$ cat config.mk
export PLATFORM = sky130hd
export DESIGN_NAME = mem_arbiter
export DESIGN_NICKNAME = d
export VERILOG_FILES = /design/src/rtl/mem_arb_pkg.sv /design/src/rtl/rr_arbiter2.sv /design/src/rtl/mem_arbiter.sv
export SDC_FILE = /design/constraint.sdc
export NUM_CORES = 1
export LEC_CHECK = 0
export BUFFER_PORTS_ARGS = -buffer_cell sky130_fd_sc_hd__buf_2
export CORE_MARGIN = 8
export CORE_UTILIZATION = 31
export CTS_CLUSTER_SIZE = 24
export DETAILED_ROUTE_END_ITERATION = 12
export GPL_ROUTABILITY_DRIVEN = 0
export PLACE_DENSITY = 0.65
export SLEW_MARGIN = 20
export SYNTH_ARGS = -nofsm -noshare
export SYNTH_HDL_FRONTEND = slang
export SYNTH_SLANG_ARGS = --single-unit
$ cat constraint.sdc
create_clock -name clk -period 1.7 [get_ports clk]
set_clock_uncertainty 0.15 [all_clocks]
set_input_delay 0.34 -clock clk [delete_from_list [all_inputs] [get_ports clk]]
set_output_delay 0.34 -clock clk [all_outputs]
set_load 0.05 [all_outputs]
$ cat src/rtl/mem_arb_pkg.sv
// Shared types and constants for the two-master system RAM arbiter.
package mem_arb_pkg;

    localparam int DATA_W = 32;

    localparam logic GRANT_M0 = 1'b0;
    localparam logic GRANT_M1 = 1'b1;

    typedef enum logic [1:0] {
        IDLE   = 2'd0,
        ACCESS = 2'd1,
        RESP   = 2'd2
    } state_t;

endpackage

$ cat src/rtl/rr_arbiter2.sv
// Two-request winner selection: round robin on last_grant, or strict
// master-0 priority when prio_m0 is set.
module rr_arbiter2
    import mem_arb_pkg::*;
(
    input  logic req0,
    input  logic req1,
    input  logic last_grant,
    input  logic prio_m0,
    output logic gnt_valid,
    output logic gnt_id
);

    always_comb begin
        gnt_valid = req0 | req1;
        gnt_id    = GRANT_M0;
        if (req0 && req1) begin
            gnt_id = prio_m0 ? GRANT_M0 : ~last_grant;
        end else if (req1) begin
            gnt_id = GRANT_M1;
        end
    end

endmodule

$ cat src/rtl/mem_arbiter.sv
// Two-master arbiter for the single-port system RAM, fixed IDLE/ACCESS/RESP
// sequence. Define MEM_ARB_M0_PRIORITY_EN for strict master-0 priority.
module mem_arbiter
    import mem_arb_pkg::*;
#(
    parameter int MEM_WORDS = 4096,
    parameter int ADDR_W    = 32
) (
    input  logic                         clk,
    input  logic                         reset,

    input  logic                         m0_valid,
    input  logic [ADDR_W-1:0]            m0_addr,
    input  logic [DATA_W-1:0]            m0_wdata,
    input  logic [3:0]                   m0_wstrb,
    output logic                         m0_ready,
    output logic [DATA_W-1:0]            m0_rdata,

    input  logic                         m1_valid,
    input  logic [ADDR_W-1:0]            m1_addr,
    input  logic [DATA_W-1:0]            m1_wdata,
    input  logic [3:0]                   m1_wstrb,
    output logic                         m1_ready,
    output logic [DATA_W-1:0]            m1_rdata,

    output logic                         ram_en,
    output logic [$clog2(MEM_WORDS)-1:0] ram_addr,
    output logic [DATA_W-1:0]            ram_wdata,
    output logic [3:0]                   ram_wstrb,
    input  logic [DATA_W-1:0]            ram_rdata,

    output logic                         err
);

    localparam int                AW          = $clog2(MEM_WORDS);
    localparam logic [ADDR_W-1:0] MEM_WORDS_L = ADDR_W'(MEM_WORDS);

`ifdef MEM_ARB_M0_PRIORITY_EN
    localparam logic PRIO_M0 = 1'b1;
`else
    localparam logic PRIO_M0 = 1'b0;
`endif

    state_t            state_q, state_d;
    logic              last_grant_q, last_grant_d;
    logic              grant_q, grant_d;
    logic              in_range_q, in_range_d;
    logic              is_read_q, is_read_d;
    logic              ram_en_q, ram_en_d;
    logic [AW-1:0]     ram_addr_q, ram_addr_d;
    logic [DATA_W-1:0] ram_wdata_q, ram_wdata_d;
    logic [3:0]        ram_wstrb_q, ram_wstrb_d;
    logic              err_q, err_d;
    logic              m0_ready_q, m0_ready_d;
    logic              m1_ready_q, m1_ready_d;
    logic [DATA_W-1:0] m0_rdata_q, m0_rdata_d;
    logic [DATA_W-1:0] m1_rdata_q, m1_rdata_d;

    logic              gnt_valid;
    logic              gnt_id;
    logic [ADDR_W-1:0] sel_addr;
    logic [DATA_W-1:0] sel_wdata;
    logic [3:0]        sel_wstrb;
    logic              sel_in_range;
    logic [DATA_W-1:0] resp_data;

    // Byte-offset bits never reach the word-wide RAM.
    logic unused_addr_bits;
    assign unused_addr_bits = ^{m0_addr[1:0], m1_addr[1:0]};

    rr_arbiter2 u_arb (
        .req0       (m0_valid),
        .req1       (m1_valid),
        .last_grant (last_grant_q),
        .prio_m0    (PRIO_M0),
        .gnt_valid  (gnt_valid),
        .gnt_id     (gnt_id)
    );

    always_comb begin
        sel_addr     = (gnt_id == GRANT_M1) ? m1_addr  : m0_addr;
        sel_wdata    = (gnt_id == GRANT_M1) ? m1_wdata : m0_wdata;
        sel_wstrb    = (gnt_id == GRANT_M1) ? m1_wstrb : m0_wstrb;
        sel_in_range = ({2'b00, sel_addr[ADDR_W-1:2]} < MEM_WORDS_L);
        resp_data    = (in_range_q && is_read_q) ? ram_rdata : '0;
    end

    always_comb begin
        state_d      = state_q;
        last_grant_d = last_grant_q;
        grant_d      = grant_q;
        in_range_d   = in_range_q;
        is_read_d    = is_read_q;
        ram_en_d     = 1'b0;
        ram_addr_d   = ram_addr_q;
        ram_wdata_d  = ram_wdata_q;
        ram_wstrb_d  = ram_wstrb_q;
        err_d        = err_q;
        m0_ready_d   = 1'b0;
        m1_ready_d   = 1'b0;
        m0_rdata_d   = '0;
        m1_rdata_d   = '0;

        case (state_q)
            IDLE: begin
                if (gnt_valid) begin
                    grant_d      = gnt_id;
                    last_grant_d = gnt_id;
                    ram_addr_d   = sel_addr[AW+1:2];
                    ram_wdata_d  = sel_wdata;
                    ram_wstrb_d  = sel_wstrb;
                    is_read_d    = (sel_wstrb == 4'b0000);
                    in_range_d   = sel_in_range;
                    if (sel_in_range) begin
                        ram_en_d = 1'b1;
                    end else begin
                        err_d = 1'b1;
                    end
                    state_d = ACCESS;
                end
            end
            ACCESS: begin
                state_d = RESP;
            end
            RESP: begin
                // RAM read data lands in this cycle; register it with the ready pulse.
                if (grant_q == GRANT_M1) begin
                    m1_ready_d = 1'b1;
                    m1_rdata_d = resp_data;
                end else begin
                    m0_ready_d = 1'b1;
                    m0_rdata_d = resp_data;
                end
                state_d = IDLE;
            end
            default: begin
                state_d = IDLE;
            end
        endcase
    end

    always_ff @(posedge clk) begin
        if (reset) begin
            state_q      <= IDLE;
            last_grant_q <= GRANT_M1;
            grant_q      <= GRANT_M0;
            in_range_q   <= 1'b0;
            is_read_q    <= 1'b0;
            ram_en_q     <= 1'b0;
            ram_addr_q   <= '0;
            ram_wdata_q  <= '0;
            ram_wstrb_q  <= '0;
            err_q        <= 1'b0;
            m0_ready_q   <= 1'b0;
            m1_ready_q   <= 1'b0;
            m0_rdata_q   <= '0;
            m1_rdata_q   <= '0;
        end else begin
            state_q      <= state_d;
            last_grant_q <= last_grant_d;
            grant_q      <= grant_d;
            in_range_q   <= in_range_d;
            is_read_q    <= is_read_d;
            ram_en_q     <= ram_en_d;
            ram_addr_q   <= ram_addr_d;
            ram_wdata_q  <= ram_wdata_d;
            ram_wstrb_q  <= ram_wstrb_d;
            err_q        <= err_d;
            m0_ready_q   <= m0_ready_d;
            m1_ready_q   <= m1_ready_d;
            m0_rdata_q   <= m0_rdata_d;
            m1_rdata_q   <= m1_rdata_d;
        end
    end

    assign m0_ready  = m0_ready_q;
    assign m1_ready  = m1_ready_q;
    assign m0_rdata  = m0_rdata_q;
    assign m1_rdata  = m1_rdata_q;
    assign ram_en    = ram_en_q;
    assign ram_addr  = ram_addr_q;
    assign ram_wdata = ram_wdata_q;
    assign ram_wstrb = ram_wstrb_q;
    assign err       = err_q;

endmodule

==> results of run 1 <==
-- flip-flops by register name, summed over array words and instances, names as in the netlist, 2 cells and up --
register and cells:
m0_rdata 32, m1_rdata 32, ram_addr 12, ram_wdata 32
ram_wstrb 4, state_q 2
-- logic make-up after synthesis --
family	after synthesis	share of synthesized area (%)
flops	122	58.0
simple gates	168	16.2
mux	48	11.4
buf+inv	36	3.60
compound gates	61	10.7
-- routing by layer --
metal,up-vias,part of all wire (%),GRT usage [%]
met4,2,1.6,5.87
li1,2090,-,-
met2,197,48,26.6
met1,1831,41,16.6
met3,20,9.6,7.46
met5,-,0.093,0
-- cell type report --
type                       instances  area [um2]
inverter                           3        11.3
clock inverter                    14         220
sequential                       122        2440
clock buffer                      17         425
multi-input combinational        277        1630
timing repair buffer             309        1710
fill                            1265        6580
tap                              176         220
-- power by group --
part           total, mW  internal [mW]  switching, mW  leakage [nW]
clock network       3.92           2.60           1.31         0.314
registers           3.09           3.01         0.0770         0.997
logic               1.43          0.521          0.910          1.90
-- metrics by stage --
stage	hold WS (ns)	TNS [ns]	area, um2	setup WS, ns	total power, mW
3_5_place_dp	0.301	-1.02	5970	-0.286	4.56
4_1_cts	0.000381	0	6630	0.0537	8.50
5_1_grt	0.00690	0	6670	0.0165	8.77
6_report	0.0159	0	6670	0.107	8.44
3_3_place_gp	0.294	-0.670	5970	-0.281	4.54
2_1_floorplan	0.282	-0.238	4210	-0.152	4.03
-- repair_timing --
action / 4_1_cts / 5_1_grt
setup buffers: 0 / 3
hold endpoints to repair: 1 / 0
hold buffers: 1 / 0
endpoints found under the setup margin: 0 / 11
-- tightest hold or removal path, stage by stage --
cell and delay [ns]:
buf_2 0.08, nand2_1 0.05, nor2_1 0.07
-- worst paths after layout --
check | from | endpoint | slack (ns) | depth (start not counted)
min | ram_rdata[12] | m0_rdata[12]$_SDFF_PP0_ | 0.02 | 3
max | last_grant_q$_SDFFE_PP1P_ | ram_addr[3]$_SDFFE_PP0P_ | 0.11 | 5
min reg2reg | err$_SDFFE_PP0P_ | err$_SDFFE_PP0P_ | 0.31 | 1
max reg2reg | last_grant_q$_SDFFE_PP1P_ | ram_addr[3]$_SDFFE_PP0P_ | 0.11 | 5
-- layout by cell type, fill, tap and decap left out, drive strengths merged --
cell	instances
nor3b	1
clkinv	6
nand3b	1
nor4	6
nand4	2
a32o	1
dfxtp	122
dlygate4sd3	1
o21ai	2
a21oi	2
o211ai	1
clkbuf	17
nand2	34
and2	1
inv	5
o41ai	1
nand3	1
buf	308
clkinvlp	1
or4	4
nor3	1
a211oi	48
a31oi	1
a31o	1
nor2	117
mux2i	48
bufinv	5
o21a	1
a22oi	1
a21boi	2
==> impl_metrics.json, run 1 <==
{
  "drive_above_1_share_pct": 46.2,
  "ys_seq_elements": 122,
  "syn_avg_cell_area_um2": 9.67,
  "die_y_um": 133,
  "track_usage_pct": 15.7,
  "syn_inst": 435,
  "clk_latency_ns": 0.41,
  "drv_cap": 0,
  "p_per_area_nw_per_um2": 1270,
  "antenna_found_initial": 1,
  "synthFlopType": "dfxtp_1",
  "final_cell_count_no_fill": 918,
  "cp_max_fo": 34,
  "dp_cells": 884,
  "rsz0062_at_grt": "no",
  "syn_area_um2": 4210,
  "grt_pass1_wl_um": 22500,
  "first_iter_violations": 137,
  "tightestPinTransition_ns": 0.347,
  "fin_util_pct": 50.3,
  "ios": 288,
  "cp-end-kind": "register",
  "min_period_over_period_pct": 93.7,
  "worst_setup_path_start_kind": "register",
  "cp_top_family": "buffers and inverters",
  "run_status": "complete, no violations",
  "synthArstFlopShare_pct": 0,
  "die-area_um2": 17600,
  "synth-edff-count": 0,
  "dp_hpwl_um": 10900,
  "synth_top_area_share_pct": 58.0,
  "htreeDepth": 4,
  "maxSlewViolCount": 0,
  "ys_top_cells_by_count": "dfxtp_1 (122), nor2_1 (117), a211oi_1 (48), mux2i_1 (48), nand2_1 (34)",
  "critical_path_class": "register to register",
  "required_ns": 1.85,
  "row_count": 42,
  "cts_buffer_depth": 2,
  "irDropWorstVdd_mv": 0.600,
  "overflow": 0,
  "critPathBufInv": 2,
  "leakagePower_nw": 3.21,
  "core_um2": 13200,
  "clock-root-buffer": "clkbuf_16",
  "ys_types": 28,
  "hp-class": "input port to register",
  "fin_nets": 902,
  "cts_sinks": 122,
  "die_w_um": 133,
  "totalWireLength_um": 13900,
  "cts_resized": 0,
  "crit_path_top_delay_cell": "dfxtp_1",
  "start_util_pct": 31.8,
  "via_per_inst": 4.51,
  "wl_per_cell_um": 15.2,
  "yosysTopAreaCell": "dfxtp_1",
  "antenna_cells": 0,
  "cts_tree": "built",
  "syn-num-nets": 607,
  "drt_first_pass_iters": 5,
  "yosys_warnings": 0,
  "max_freq_mhz": 628,
  "vias": 4140,
  "layout_min_cycle_time_ns": 1.59,
  "relSlewSlack_pct": 76.7,
  "yosys.cell_count.top_type": "dfxtp_1",
  "slowest_delay_ns": 0.34,
  "grt_start_max_net_pins": 50,
  "area_growth_pct": 58.4,
  "ant_nets": 0,
  "timing.critical_path.cells": "a21boi_4, buf_12, buf_4, mux2i_1, a211oi_1",
  "cp_data_arrival_time_ns": 1.74,
  "drc_errors": 0,
  "final_hold_viol_count": 0,
  "synth_area_leaders": "dfxtp_1 (58%), mux2i_1 (11%), nor2_1 (10%), a211oi_1 (8.6%), nand2_1 (3.0%)",
  "seq_area_frac_synth_pct": 58.0,
  "clkTransAtPathRegs_ns": 0.06,
  "portBuffers": 283,
  "finalSetupViolations": 0,
  "grt_pass1_vias": 4402,
  "numCtsBuffers": 17
}
(Power assumes the default switching activity.)
==> inputs of run 2 (changes only) <==
Settings changed: PLACE_DENSITY 0.65 to unset.
Clock period 1.7 ns to 1.6 ns, I/O delays scaled along.
==> run 2 against run 1 <==
Sequential power rose by 6%. Largest power group unchanged. Non-clock buffer count rose by 21. Critical endpoint is now err$_SDFFE_PP0P_. Die area did not move. Final cell count rose by 2.4%. Total power fell by 1.0%. Setup slack got worse by 0.088 ns. Critical path type unchanged. Combinational power rose by 7%. Largest cell class unchanged.
==> impl_metrics.json, run 2 (synthesis gave the netlist of run 1 again) <==
{
  "ios": 288,
  "final_hold_viol_count": 0,
  "antenna_cells": 0,
  "multi_input_area_um2": 1640,
  "rsz0062_at_grt": "yes",
  "clkTransAtPathRegs_ns": 0.06,
  "num-fill-cells": 1268,
  "htreeDepth": 4,
  "fin_nets": 923,
  "layout_min_cycle_time_ns": 1.58,
  "max_freq_mhz": 633,
  "cp-end-kind": "register",
  "portBuffers": 283,
  "numCtsBuffers": 17,
  "totalWireLength_um": 14500,
  "die_y_um": 133,
  "via_per_inst": 4.55,
  "overflow": 0,
  "die-area_um2": 17600,
  "clock-root-buffer": "clkbuf_16",
  "fin_util_pct": 51.0,
  "cp_data_arrival_time_ns": 1.73,
  "vias": 4275,
  "leakagePower_nw": 3.24,
  "maxSlewViolCount": 0,
  "grt_pass1_wl_um": 23200,
  "grt_start_max_net_pins": 38,
  "fin_tns_setup_ns": 0,
  "finalSetupViolations": 0,
  "setup_slack_ns": 0.0191,
  "first_iter_violations": 113,
  "cts_tree": "built",
  "p_per_area_nw_per_um2": 1240,
  "dp_slack_ns": -0.358,
  "drv_cap": 0,
  "row_count": 42,
  "cp_max_fo": 4,
  "die_w_um": 133,
  "track_usage_pct": 16.4,
  "grt_pass1_vias": 4728,
  "relSlewSlack_pct": 80.4,
  "final_cell_mix": "buf_2 (283), dfxtp_1 (121), nor2_1 (116), mux2i_1 (48), a211oi_1 (48)",
  "hp-class": "input port to register",
  "irDropWorstVdd_mv": 0.599,
  "run_status": "complete, no violations",
  "required_ns": 1.75,
  "antenna_found_initial": 0,
  "area_growth_pct": 60.4,
  "worst_setup_path_start_kind": "register",
  "wl_per_cell_um": 15.4,
  "clk_latency_ns": 0.40,
  "cts_buffer_depth": 2,
  "r2r_slack_ns": 0.02,
  "dp_hpwl_um": 11500,
  "ff_latch_area_um2": 2440,
  "cts_sinks": 122,
  "start_util_pct": 31.8,
  "core_um2": 13200,
  "tightestPinTransition_ns": 0.291,
  "drt_first_pass_iters": 4,
  "drive_above_1_share_pct": 45.7,
  "ant_nets": 0,
  "critical_path_class": "register to register",
  "final_common_cell": "buf_2",
  "min_period_over_period_pct": 98.8,
  "drc_errors": 0
}
==> run 2: cell types whose count changed in the layout (fill, tap and decap cells not counted), sizes merged <==
cell         previous run  this run
dlygate4sd3             1        19
bufinv                  5         1
buf                   308       311
clkinv                  6         5
clkbuf                 17        18
clkinvlp                1         6
==> run 2: final cells by class <==
type	count	share of cell area, %
clock buffer	18	6.51
multi-input combinational	277	24.2
inverter	3	0.167
timing repair buffer	330	27.8
tap	176	3.26
sequential	122	36.2
clock inverter	14	1.80
==> run 2: final timing paths <==
path / cells after the start / start / to
worst max-delay path: 4 / last_grant_q$_SDFFE_PP1P_ / err$_SDFFE_PP0P_
worst min-delay path: 3 / ram_rdata[20] / m1_rdata[20]$_SDFF_PP0_
worst max register to register: 4 / last_grant_q$_SDFFE_PP1P_ / err$_SDFFE_PP0P_
worst min register to register: 2 / is_read_q$_SDFFE_PP0P_ / is_read_q$_SDFFE_PP0P_
==> run 2: metrics by stage <==
| stage | cells | total power, mW | hold WS, ns | cell area, um2 |
|---|---|---|---|---|
| after floorplan | 435 | 4.29 | 0.282 | 4210 |
| after global placement | 884 | 4.81 | 0.294 | 5960 |
| after detailed placement | 884 | 4.84 | 0.301 | 5960 |
| after CTS | 935 | 8.45 | 0.000735 | 6710 |
| after global routing | 940 | 8.75 | 0.00651 | 6750 |
| final | 940 | 8.35 | 0.0198 | 6750 |
==> run 2: what timing repair did <==
item / CTS / global route
hold buffers: 19 / 0
endpoints found under the hold margin: 32 / 0
setup endpoints to repair: 4 / 33
cloned: 0 / 0
buffers inserted: 0 / 5
gates resized for setup: 1 / 0
==> run 2: worst max-delay path, stage by stage, from the launching register on <==
cell      delay (ns)
dfxtp_2         0.33
a21boi_4        0.21
nand4_1         0.12
or4_4           0.44
a32o_1          0.23
==> run 2: where the power goes <==
part,total (mW),switching [mW],internal (mW)
logic,1.53,0.981,0.553
clock network,3.53,1.36,2.17
registers,3.28,0.0825,3.20
total,8.35,2.42,5.92
==> run 2: per-layer routing <==
layer | global-route usage (%) | wire length (um) | up-vias
li1 | - | - | 2127
met1 | 17.1 | 5850 | 1930
met2 | 27.6 | 6940 | 197
met3 | 7.76 | 1430 | 21
met4 | 7.13 | 287 | 0
met5 | 0 | 0 | -
